--- src/rtl/mc_ctrl_unit.sv ---
// Multicycle CPU control FSM: sequences fetch/decode/execute/memory/write-back
// and drives ALU op plus all datapath strobes, with a memory-wait timeout trap.
module mc_ctrl_unit #(
   parameter int TIMEOUT = 16,
   parameter int OP_W    = 6
) (
   input  logic            clk,
   input  logic            rst_n,
   input  logic [5:0]      opcode,
   input  logic [5:0]      funct,
   input  logic            alu_zero,
   input  logic            alu_sign,
   input  logic            rs_sign,
   input  logic            mem_ready,
   output logic            mem_rd,
   output logic            mem_wr,
   output logic            i_or_d,
   output logic            ir_we,
   output logic            pc_we,
   output logic [1:0]      pc_src,
   output logic            reg_we,
   output logic            reg_dst,
   output logic            mem_to_reg,
   output logic            alu_src_a,
   output logic [1:0]      alu_src_b,
   output logic [OP_W-1:0] alu_op,
   output logic            retire,
   output logic            trap
);

   localparam logic [OP_W-1:0] ALU_NOP = 6'h00;
   localparam logic [OP_W-1:0] ALU_ADD = 6'h20;
   localparam logic [OP_W-1:0] ALU_SUB = 6'h02;
   localparam logic [OP_W-1:0] ALU_AND = 6'h03;
   localparam logic [OP_W-1:0] ALU_OR  = 6'h04;
   localparam logic [OP_W-1:0] ALU_XOR = 6'h05;
   localparam logic [OP_W-1:0] ALU_NOR = 6'h06;
   localparam logic [OP_W-1:0] ALU_DEC = 6'h3F;

   localparam logic [5:0] OPC_R    = 6'h00;
   localparam logic [5:0] OPC_J    = 6'h02;
   localparam logic [5:0] OPC_BEQ  = 6'h04;
   localparam logic [5:0] OPC_BGTZ = 6'h07;
   localparam logic [5:0] OPC_ADDI = 6'h08;
   localparam logic [5:0] OPC_ANDI = 6'h0C;
   localparam logic [5:0] OPC_ORI  = 6'h0D;
   localparam logic [5:0] OPC_XORI = 6'h0E;
   localparam logic [5:0] OPC_LW   = 6'h23;
   localparam logic [5:0] OPC_SW   = 6'h2B;

   localparam int CW = (TIMEOUT > 1) ? $clog2(TIMEOUT + 1) : 1;
   localparam logic [CW-1:0] CNT_LAST = CW'((TIMEOUT > 0) ? TIMEOUT - 1 : 0);

   typedef enum logic [3:0] {
      S_IDLE,
      S_FETCH,
      S_DECODE,
      S_EXEC_R,
      S_R_WB,
      S_EXEC_I,
      S_I_WB,
      S_MEM_ADDR,
      S_MEM_READ,
      S_MEM_WB,
      S_MEM_WRITE,
      S_BRANCH,
      S_JUMP,
      S_TRAP
   } state_t;

   state_t          state_q;
   state_t          state_d;
   state_t          dec_next;
   logic [CW-1:0]   cnt_q;
   logic [OP_W-1:0] r_op;
   logic            r_ok;
   logic [OP_W-1:0] i_op;
   logic            waiting;
   logic            tmo_hit;

   always_comb begin
      r_ok = 1'b1;
      r_op = ALU_NOP;
      unique case (funct)
         6'h20:   r_op = ALU_ADD;
         6'h22:   r_op = ALU_SUB;
         6'h24:   r_op = ALU_AND;
         6'h25:   r_op = ALU_OR;
         6'h26:   r_op = ALU_XOR;
         6'h27:   r_op = ALU_NOR;
         default: r_ok = 1'b0;
      endcase
   end

   always_comb begin
      i_op = ALU_NOP;
      unique case (opcode)
         OPC_ADDI: i_op = ALU_ADD;
         OPC_ANDI: i_op = ALU_AND;
         OPC_ORI:  i_op = ALU_OR;
         OPC_XORI: i_op = ALU_XOR;
         default:  i_op = ALU_NOP;
      endcase
   end

   // Illegal R-type funct is caught here so EXEC_R never sees it.
   always_comb begin
      dec_next = S_TRAP;
      unique case (opcode)
         OPC_R:            dec_next = r_ok ? S_EXEC_R : S_TRAP;
         OPC_LW, OPC_SW:   dec_next = S_MEM_ADDR;
         OPC_BEQ,
         OPC_BGTZ:         dec_next = S_BRANCH;
         OPC_ADDI,
         OPC_ANDI,
         OPC_ORI,
         OPC_XORI:         dec_next = S_EXEC_I;
         OPC_J:            dec_next = S_JUMP;
         default:          dec_next = S_TRAP;
      endcase
   end

   assign waiting = !mem_ready &&
                    (state_q == S_FETCH || state_q == S_MEM_READ ||
                     state_q == S_MEM_WRITE);
   assign tmo_hit = (TIMEOUT > 0) && waiting && (cnt_q == CNT_LAST);

   always_ff @(posedge clk or negedge rst_n) begin
      if (!rst_n) begin
         state_q <= S_IDLE;
      end else begin
         state_q <= state_d;
      end
   end

   always_ff @(posedge clk or negedge rst_n) begin
      if (!rst_n) begin
         cnt_q <= '0;
      end else if (state_d != state_q) begin
         cnt_q <= '0;
      end else if (waiting) begin
         cnt_q <= cnt_q + 1'b1;
      end
   end

   always_comb begin
      state_d    = state_q;
      mem_rd     = 1'b0;
      mem_wr     = 1'b0;
      i_or_d     = 1'b0;
      ir_we      = 1'b0;
      pc_we      = 1'b0;
      pc_src     = 2'd0;
      reg_we     = 1'b0;
      reg_dst    = 1'b0;
      mem_to_reg = 1'b0;
      alu_src_a  = 1'b0;
      alu_src_b  = 2'd0;
      alu_op     = ALU_NOP;
      retire     = 1'b0;
      trap       = 1'b0;
      unique case (state_q)
         S_IDLE: begin
            state_d = S_FETCH;
         end
         S_FETCH: begin
            mem_rd    = 1'b1;
            alu_src_b = 2'd1;
            alu_op    = ALU_ADD;
            ir_we     = mem_ready;
            pc_we     = mem_ready;
            if (mem_ready) state_d = S_DECODE;
         end
         S_DECODE: begin
            alu_src_b = 2'd3;
            alu_op    = ALU_ADD;
            state_d   = dec_next;
         end
         S_EXEC_R: begin
            alu_src_a = 1'b1;
            alu_op    = r_op;
            state_d   = S_R_WB;
         end
         S_R_WB: begin
            reg_we  = 1'b1;
            reg_dst = 1'b1;
            retire  = 1'b1;
            state_d = S_FETCH;
         end
         S_EXEC_I: begin
            alu_src_a = 1'b1;
            alu_src_b = 2'd2;
            alu_op    = i_op;
            state_d   = S_I_WB;
         end
         S_I_WB: begin
            reg_we  = 1'b1;
            retire  = 1'b1;
            state_d = S_FETCH;
         end
         S_MEM_ADDR: begin
            alu_src_a = 1'b1;
            alu_src_b = 2'd2;
            alu_op    = ALU_ADD;
            state_d   = (opcode == OPC_SW) ? S_MEM_WRITE : S_MEM_READ;
         end
         S_MEM_READ: begin
            mem_rd = 1'b1;
            i_or_d = 1'b1;
            if (mem_ready) state_d = S_MEM_WB;
         end
         S_MEM_WB: begin
            reg_we     = 1'b1;
            mem_to_reg = 1'b1;
            retire     = 1'b1;
            state_d    = S_FETCH;
         end
         S_MEM_WRITE: begin
            mem_wr = 1'b1;
            i_or_d = 1'b1;
            retire = mem_ready;
            if (mem_ready) state_d = S_FETCH;
         end
         S_BRANCH: begin
            // rs_sign catches A = 0x80000000, where A-1 wraps positive.
            alu_src_a = 1'b1;
            pc_src    = 2'd1;
            retire    = 1'b1;
            state_d   = S_FETCH;
            if (opcode == OPC_BGTZ) begin
               alu_op = ALU_DEC;
               pc_we  = !alu_sign && !rs_sign;
            end else begin
               alu_op = ALU_SUB;
               pc_we  = alu_zero;
            end
         end
         S_JUMP: begin
            pc_we   = 1'b1;
            pc_src  = 2'd2;
            retire  = 1'b1;
            state_d = S_FETCH;
         end
         S_TRAP: begin
            trap = 1'b1;
         end
         default: begin
            state_d = S_TRAP;
         end
      endcase
      if (tmo_hit) state_d = S_TRAP;
   end

endmodule

--- config.mk ---
export PLATFORM = sky130hd
export DESIGN_NAME = mc_ctrl_unit
export DESIGN_NICKNAME = d
export VERILOG_FILES = /design/src/rtl/mc_ctrl_unit.sv
export SDC_FILE = /design/constraint.sdc
export NUM_CORES = 1
export LEC_CHECK = 0
export ABC_AREA = 1
export CAP_MARGIN = 30
export CELL_PAD_IN_SITES_DETAIL_PLACEMENT = 1
export CELL_PAD_IN_SITES_GLOBAL_PLACEMENT = 2
export CORE_UTILIZATION = 24
export CTS_CLUSTER_DIAMETER = 120
export DETAILED_ROUTE_END_ITERATION = 10
export PLACE_DENSITY = 0.95
export SYNTH_ARGS = -nofsm -noshare
export SYNTH_HDL_FRONTEND = slang
export SYNTH_SLANG_ARGS = --single-unit
--- constraint.sdc ---
create_clock -name clk -period 4.6 [get_ports clk]
set_clock_uncertainty 0.1 [all_clocks]
set_input_delay 0.69 -clock clk [delete_from_list [all_inputs] [get_ports clk]]
set_output_delay 0.69 -clock clk [all_outputs]
set_load 0.1 [all_outputs]
After elaboration in Yosys (flattened, before gate mapping). Cells that the tools add are included.

Word-level logic and storage cells: 85. Input port bits: 18. Bits in registers: 9. Output and inout port bits: 21.

Mux-type cells: 29. Add/subtract/negate cells: 1. Equality and inequality tests: 30. Reduce and logical (&&, ||, !) cells: 23.

Operators by type and width (number): $eq A6 B6 Y1 const B (8); $pmux W6 S4 (2); $pmux W4 S9 (1); $pmux W6 S6 (1); $eq A4 B4 Y1 const B (6); $eq A6 B4 Y1 const B (4); $mux W4 (5); $pmux W4 S5 (1); $eq A4 B3 Y1 const B (4); $eq A6 B3 Y1 const B (2); $reduce_or A6 Y1 (2); $mux W1 (11); $mux W5 (2); $reduce_or A2 Y1 (5); $eq A4 B2 Y1 const B (2); $reduce_or A4 Y1 (2); $eq A6 B2 Y1 const B (1); $logic_not A6 Y1 (1); $mux W6 (1); $pmux W2 S3 (1); $reduce_or A3 Y1 (2); $add A5 B1 Y5 const B (1); $eq A5 B4 Y1 const B (1); $reduce_or A5 Y1 (1); 11 further kinds (16).

Longest topological paths before layout. Gate-level depths: netlist (run 1).

Depth in word-level cells: 9. Gate-level depth with buffers: 13. Mapped depth without buffers: 13.

Worst setup path before layout (run 1). Ideal clock, no wire load.

Path kind: input to output. Start: in funct[5]. End: out alu_op[2]. Data required time: 3.810 ns. Arrival: 4.425 ns. Buffers on the path: 0. Slack: -0.615 ns. Stages on the path: 4. Cells stage by stage: inv_1 > nor2_1 > nand2_1 > o311ai_0.

Word-level cells in the longest chain between the ends: 3. Elaborated cells on any way between the ends: 8. Classes of those cells: eq/ne (6); mux (2).

RTL lines: from (decl) (line 10) `input logic [5:0] funct,`; $eq A6 B6 Y1 (line 84) `unique case (funct)`; $pmux W6 S6 (*) (line 84); $pmux W6 S4 (*) (line 162) `unique case (state_q)`; to (decl) (line 26) `output logic [OP_W-1:0] alu_op,`.

Mark *: on every way between the ends. The rest lies on a longest branch, timed or not.

Final worst setup path (run 1).
Start: reg state_q[3]. End: out alu_src_b[1].

Word-level cells in the longest chain between the ends: 3. Elaborated cells on any way between the ends: 6. Classes of those cells: eq/ne (4); mux (1); reduce/logical (1).

RTL lines: from (decl) (line 71) `state_t state_q;`; from (signal assigned) (line 132) `state_q <= state_d;`; $eq A4 B3 Y1 (line 162); $reduce_or A2 Y1 (no source line); $pmux W2 S3 (*) (line 162); to (decl) (line 25) `output logic [1:0] alu_src_b,`.

Marks and branches as above.

==> metrics.txt, run 1 <==
min Tclk post-route=roughly 3.4 ns; layout cells sized above 1=roughly 18%; 1st-iter DRT viols=80; Mapped Avg Cell Area=5.79 µm²; Initial Util=25.7%; switching power=approximately 0.047 mW; CP endpoint kind=output port; drt via density=4.64; Post-Place Cells=~290; later-pin clock latency in the skew report=0.23 ns; Syn. warnings=0; Syn Inst Count=200; initial antenna violation count=0; routed vias=1359; GPL Wtd Cong=0.795; Area contributors post-synth=dfrtp_1 (19%), nand2_1 (18%), nor2_1 (11%); fin nets=262; CP cell instances=nor2_1, inv_2, nor2_1, inv_1, o21ai_0, clkdlybuf4s50_1; Gate power share=16.6%; Hold Vio Cnt, Final=0; CTS clk-pin slew, worst paths=0.04 ns; run status=completed; synthesized cell area=1160 µm²; DRC Markers=0; Resize count post-CTS=0; die area=5110 µm²; CP max stage delay=1.16 ns; Pwr Total=0.204 mW; Reg power frac=38.9%; Crit-path slowest cell=clkdlybuf4s50_1; Slew Viols, Final=0; Max Cap Viol=0; Internal=0.157 mW; # hold bufs at CTS=0; htree depth=1; CTS tree=built; measured slew at the worst slew-check pin=0.981 ns; Leakage Power=0.851 nW; DP HPWL=approximately 3.0 mm; TritonCTS sink count=9; worst-path fanout max=5; Yosys top cell area share=19.4%; IO Port Bufs=38; Rows=24; Hold Crit Class=reg2reg; TNS Setup=0 ns; global route overflow=0; CP startpoint kind=flip-flop; TritonCTS buffer count=3; CP delay by family, top=buffers and inverters; largest net degree at the start of global routing=10; CP most frequent cell=nor2_1; Layout area overhead=40.0%; Worst EP required=about 3.8 ns; Total Routing Usage GR=14.6%; first-pass GRT wire length=6.04 mm; Yosys top cell by area=dfrtp_1; Seq cells post-synth=9; Die Span Y=71.5 µm; Clk pwr share=about 45%; Core Region=4500 µm²; RSZ-0062 raised after global routing=false; Antenna Nets Post-Route=0; sequential element share of the synthesized area=slightly below 20%; clk root buf=clkbuf_8; syn_nets=220; Final Non-Filler Cells=293; PwrDens=126 nW/µm²; Critical Path AT=2.60 ns; Max Root-Sink Buffers=2; post-synth cell types=26; post-DR wirelength/cell=~12 µm; crit path buf inv count=3; final setup fails=0; commonest non-fill, non-tap cells in the layout=nand2_1 (55), nor2_1 (33), inv_1 (30), clkdlybuf4s50_1 (30), nand3_1 (17); kind of critical path=reg2out; most common cell after layout, fill and taps aside=nand2_1; Post-CTS Setup Repair Bufs=0; I/O pin cnt=39; Net Sw Frac=23.1%; Slew headroom=between 30 and 40%; Worst VDD drop=0.0818 mV; period utilisation layout=73.6%; # diodes=0; Pre-antenna DRT Iters=4; vias in the first global route=1351; Die Width=71.5 µm; final WL=3.49 mm; Max Fclk=0.295 GHz; Fillers=approximately 620
-- logic make-up after synthesis --
| kind of cell | synth area share [%] |
|---|---|
| and+or+nand+nor | 56.5 |
| buffers and inverters | 12.6 |
| xor gates and xnor gates | 2.27 |
| AOI/OAI and AO/OA | 7.02 |
| DFF | 19.4 |
| adders and majority gates | 2.16 |
-- tightest hold or removal path, cell delays in order, from the launching register on --
cell and delay, ns:
dfrtp_1 0.38, xnor2_1 0.15, nor3_2 0.05
-- cell usage after synthesis --
cell	number
nor4_1	1
nor2_2	10
nand3_2	1
nand3_4	1
nand3b_1	1
nand2_1	55
o21ai_0	5
and3_1	1
dfrtp_1	9
a21oi_1	1
nand3_1	17
o21ai_2	1
inv_2	7
o311ai_0	3
o2111ai_1	1
nand2_4	2
ha_1	2
nor2_1	33
o211ai_1	1
buf_4	1
inv_1	30
nand2_2	5
xnor2_1	1
xor2_1	2
nand4_1	4
nor3_2	5
-- state kept, by name, indices dropped and copies added, names as in the netlist --
register / flops
cnt_q: 5
state_q: 4
-- layer usage --
metal	routed length, µm	part of all wire, %	GRT usage [%]
met1	1740	50	19.6
met2	1630	47	25.3
met3	118	3.4	1.97
met4	0	0	2.61
met5	0	0	0
-- final cells by class --
class	count	area [µm²]	share of cell area [%]
sequential	9	225	13.9
multi-input combinational	153	787	48.5
timing repair buffer	38	360	22.2
inverter	37	139	8.56
tap	52	65.1	4.01
clock buffer	4	45.0	2.78
-- path summary, 6_finish.rpt --
kind	depth (start not counted)	endpoint	slack (ns)	start
max	6	alu_src_b[1]	1.21	state_q[3]
min	2	cnt_q[0]	0.51	cnt_q[0]
max reg2reg	12	cnt_q[3]	2.65	state_q[3]
min reg2reg	2	cnt_q[0]	0.51	cnt_q[0]
max in group asynchronous	1	cnt_q[0]	3.45	rst_n
min in group asynchronous	1	cnt_q[1]	0.66	rst_n
-- power groups by stage --
stage               Sequential (mW)  Combinational (mW)  Clock [mW]
finish                       0.0795              0.0340      0.0909
CTS                          0.0794              0.0346      0.0949
floorplan                    0.0806              0.0125           0
global route                 0.0793              0.0381      0.0994
detailed placement           0.0806              0.0344           0
global placement             0.0806              0.0339           0
-- stage by stage --
| step | hold WS (ns) | cell area (µm²) | utilization, % | setup slack [ns] |
|---|---|---|---|---|
| detailed placement | 0.502 | 1580 | 35.0 | 1.29 |
| CTS | 0.518 | 1620 | 36.0 | 1.19 |
| floorplan | 0.294 | 1160 | - | 0.567 |
| finish | 0.512 | 1620 | 36.0 | 1.21 |
| global placement | 0.504 | 1580 | 35.0 | 1.32 |
| global route | 0.573 | 1620 | 36.0 | 1.04 |
(Power assumes the default switching activity.)
==> run 2: changes to the inputs <==
--- a/config.mk
+++ b/config.mk
@@ -9,10 +9,10 @@
 export CAP_MARGIN = 30
 export CELL_PAD_IN_SITES_DETAIL_PLACEMENT = 1
 export CELL_PAD_IN_SITES_GLOBAL_PLACEMENT = 2
-export CORE_UTILIZATION = 24
+export CORE_UTILIZATION = 20
 export CTS_CLUSTER_DIAMETER = 120
 export DETAILED_ROUTE_END_ITERATION = 10
-export PLACE_DENSITY = 0.95
+export PLACE_DENSITY = 0.85
 export SYNTH_ARGS = -nofsm -noshare
 export SYNTH_HDL_FRONTEND = slang
 export SYNTH_SLANG_ARGS = --single-unit
==> constraint.sdc (replaced) <==
create_clock -name clk -period 2.9 [get_ports clk]
set_clock_uncertainty 0.1 [all_clocks]
set_input_delay 0.435 -clock clk [delete_from_list [all_inputs] [get_ports clk]]
set_output_delay 0.435 -clock clk [all_outputs]
set_load 0.1 [all_outputs]
==> run 2 against run 1 <==
  * Via count increased by 1.0%
  * Cell count increased by 6.8%
  * Clock power grew 62%
  * Power increased by 60%
  * Highest routed layer is now met4
  * Sequential cell count did not move
  * Non-clock buffer count did not move
  * Sequential share of layout area shrank 1.2 points
  * Critical path depth increased by 3
  * Cell area rose by 9.9%
  * Register-to-register slack worse by 1.7 ns
==> metrics.txt, run 2 (same netlist as run 1, synthesis figures left out) <==
layout cells sized above 1=27.0% (was 17.8%); Critical Path AT=2.15 ns (was 2.60 ns); CTS clk-pin slew, worst paths=0.05 ns (was 0.04 ns); Setup WS pre-CTS=0.235 ns (was 1.29 ns); TritonCTS buffer count=3 (unchanged); Rows=27 (was 24); Leakage Power=0.916 nW (was 0.851 nW); PwrDens=184 nW/µm² (was 126 nW/µm²); Worst VDD drop=0.0892 mV (was 0.0818 mV); Total Routing Usage GR=13.5% (was 14.6%); worst setup margin=0.213 ns (was 1.21 ns); Post-Route Hold Slack=0.407 ns (was 0.512 ns); Initial Util=20.9% (was 25.7%); Core Region=5540 µm² (was 4500 µm²); DRC Markers=0 (unchanged); Post-Place Cells=309 (was 289); period utilisation layout=92.7%; fin nets=262 (unchanged); Max Fclk=0.372 GHz; later-pin clock latency in the skew report=0.24 ns (was 0.23 ns); min Tclk post-route=2.69 ns; Final Non-Filler Cells=313 (was 293); global route overflow=0 (unchanged); post-DR wirelength/cell=11.8 µm (was 11.9 µm); htree depth=1 (unchanged); Top Registers=cnt_q: 5 flops, state_q: 4 flops (unchanged); CP cell instances=clkdlybuf4s50_1, inv_1, nor2_1, nand2_1, nor2_1, o21ai_0, o211ai_1, nand3b_1, buf_12 (was nor2_1, inv_2, nor2_1, inv_1, o21ai_0, clkdlybuf4s50_1); vias in the first global route=1480 (was 1351); initial antenna violation count=0 (unchanged); Pre-antenna DRT Iters=4 (unchanged); commonest non-fill, non-tap cells in the layout=nand2_1 (52), nor2_1 (33), inv_1 (29), nand3_1 (17), clkdlybuf4s50_1 (17) (was nand2_1 (55), nor2_1 (33), inv_1 (30), clkdlybuf4s50_1 (30), nand3_1 (17)); largest net degree at the start of global routing=10 (unchanged); Max Root-Sink Buffers=2 (unchanged); Layout area overhead=53.8% (was 40.0%); die area=6100 µm² (was 5110 µm²); final WL=3.69 mm (was 3.49 mm); Die Span Y=78.1 µm (was 71.5 µm); Post-CTS Setup Repair Bufs=0 (unchanged); routed vias=1373 (was 1359); measured slew at the worst slew-check pin=0.432 ns (was 0.981 ns); final setup fails=0 (unchanged); GPL Wtd Cong=0.734 (was 0.795); max reg flops=5 (unchanged); DP HPWL=3.24 mm (was 3.01 mm); Max Cap Viol=0 (unchanged); most common cell after layout, fill and taps aside=nand2_1 (unchanged); I/O pin cnt=39 (unchanged); kind of critical path=in2out (was reg2out); TritonCTS sink count=9 (unchanged); Crit-path slowest cell=clkdlybuf4s50_1 (unchanged); Top reg by flops=cnt_q (unchanged); CP max stage delay=0.54 ns (was 1.16 ns); # diodes=0 (unchanged); CTS tree=built (unchanged); Hold Crit Class=in2async (was reg2reg); run status=completed (unchanged); Die Width=78.1 µm (was 71.5 µm); first-pass GRT wire length=6.69 mm (was 6.04 mm); worst-path fanout max=5 (unchanged); # hold bufs at CTS=0 (unchanged); 1st-iter DRT viols=33 (was 80); clk root buf=clkbuf_8 (unchanged); Hold Vio Cnt, Final=0 (unchanged); CP startpoint kind=primary input (was flip-flop); Worst EP required=2.37 ns (was 3.81 ns); Slew headroom=71.1% (was 34.4%); CP most frequent cell=nor2_1 (unchanged); drt via density=4.39 (was 4.64); IO Port Bufs=38 (unchanged); Antenna Nets Post-Route=0 (unchanged); Slew Viols, Final=0 (unchanged); Fillers=728 (was 621); CP endpoint kind=output port (unchanged); Resize count post-CTS=0 (unchanged); RSZ-0062 raised after global routing=false (unchanged)
## run 2: metal layers
metal	part of all wire (%)	track usage, %	vias to the layer above
met5	0	0	-
met4	0.73	3.33	0
met3	4.1	1.63	3
met2	50	25.1	25
met1	45	16.4	635
li1	-	-	710
## run 2: final timing paths
kind / endpoint / cells after the start / from / slack [ns]
setup / recovery: pc_we / 9 / opcode[2] / 0.21
hold / removal: state_q[0] / 1 / rst_n / 0.41
setup reg to reg: cnt_q[3] / 9 / state_q[3] / 0.91
hold reg to reg: cnt_q[0] / 2 / cnt_q[0] / 0.52
max in group asynchronous: cnt_q[1] / 1 / rst_n / 1.99
min in group clk: cnt_q[0] / 2 / cnt_q[0] / 0.52
## run 2: critical path, delay by kind of cell
kind	cells	cell delay, ns
buf+inv	3	0.81
simple gates	4	0.63
compound gates	2	0.27
## run 2: stage by stage
step           TNS (ns)  utilization [%]  area (µm²)  total power, mW
2_1_floorplan   -0.0608                -        1220            0.148
3_3_place_gp          0             31.3        1740            0.183
3_5_place_dp          0             31.3        1740            0.183
4_1_cts               0             32.2        1780            0.334
5_1_grt               0             32.2        1780            0.344
6_report              0             32.2        1780            0.328
## run 2: final cells by class
| cell class | count | area [µm²] | share of cell area [%] |
|---|---|---|---|
| clock buffer | 3 | 41.3 | 2.32 |
| timing repair buffer | 38 | 428 | 24.0 |
| sequential | 9 | 225 | 12.6 |
| tap | 72 | 90.1 | 5.06 |
| clock inverter | 1 | 5.00 | 0.281 |
| multi-input combinational | 153 | 850 | 47.7 |
| inverter | 37 | 143 | 8.01 |
## run 2: power by group
part / leakage (nW) / total (mW) / internal (mW) / switching [mW]
Combinational: 0.781 / 0.0553 / 0.0275 / 0.0278
Sequential: 0.110 / 0.126 / 0.126 / 0
Clock: 0.0255 / 0.147 / 0.0939 / 0.0528
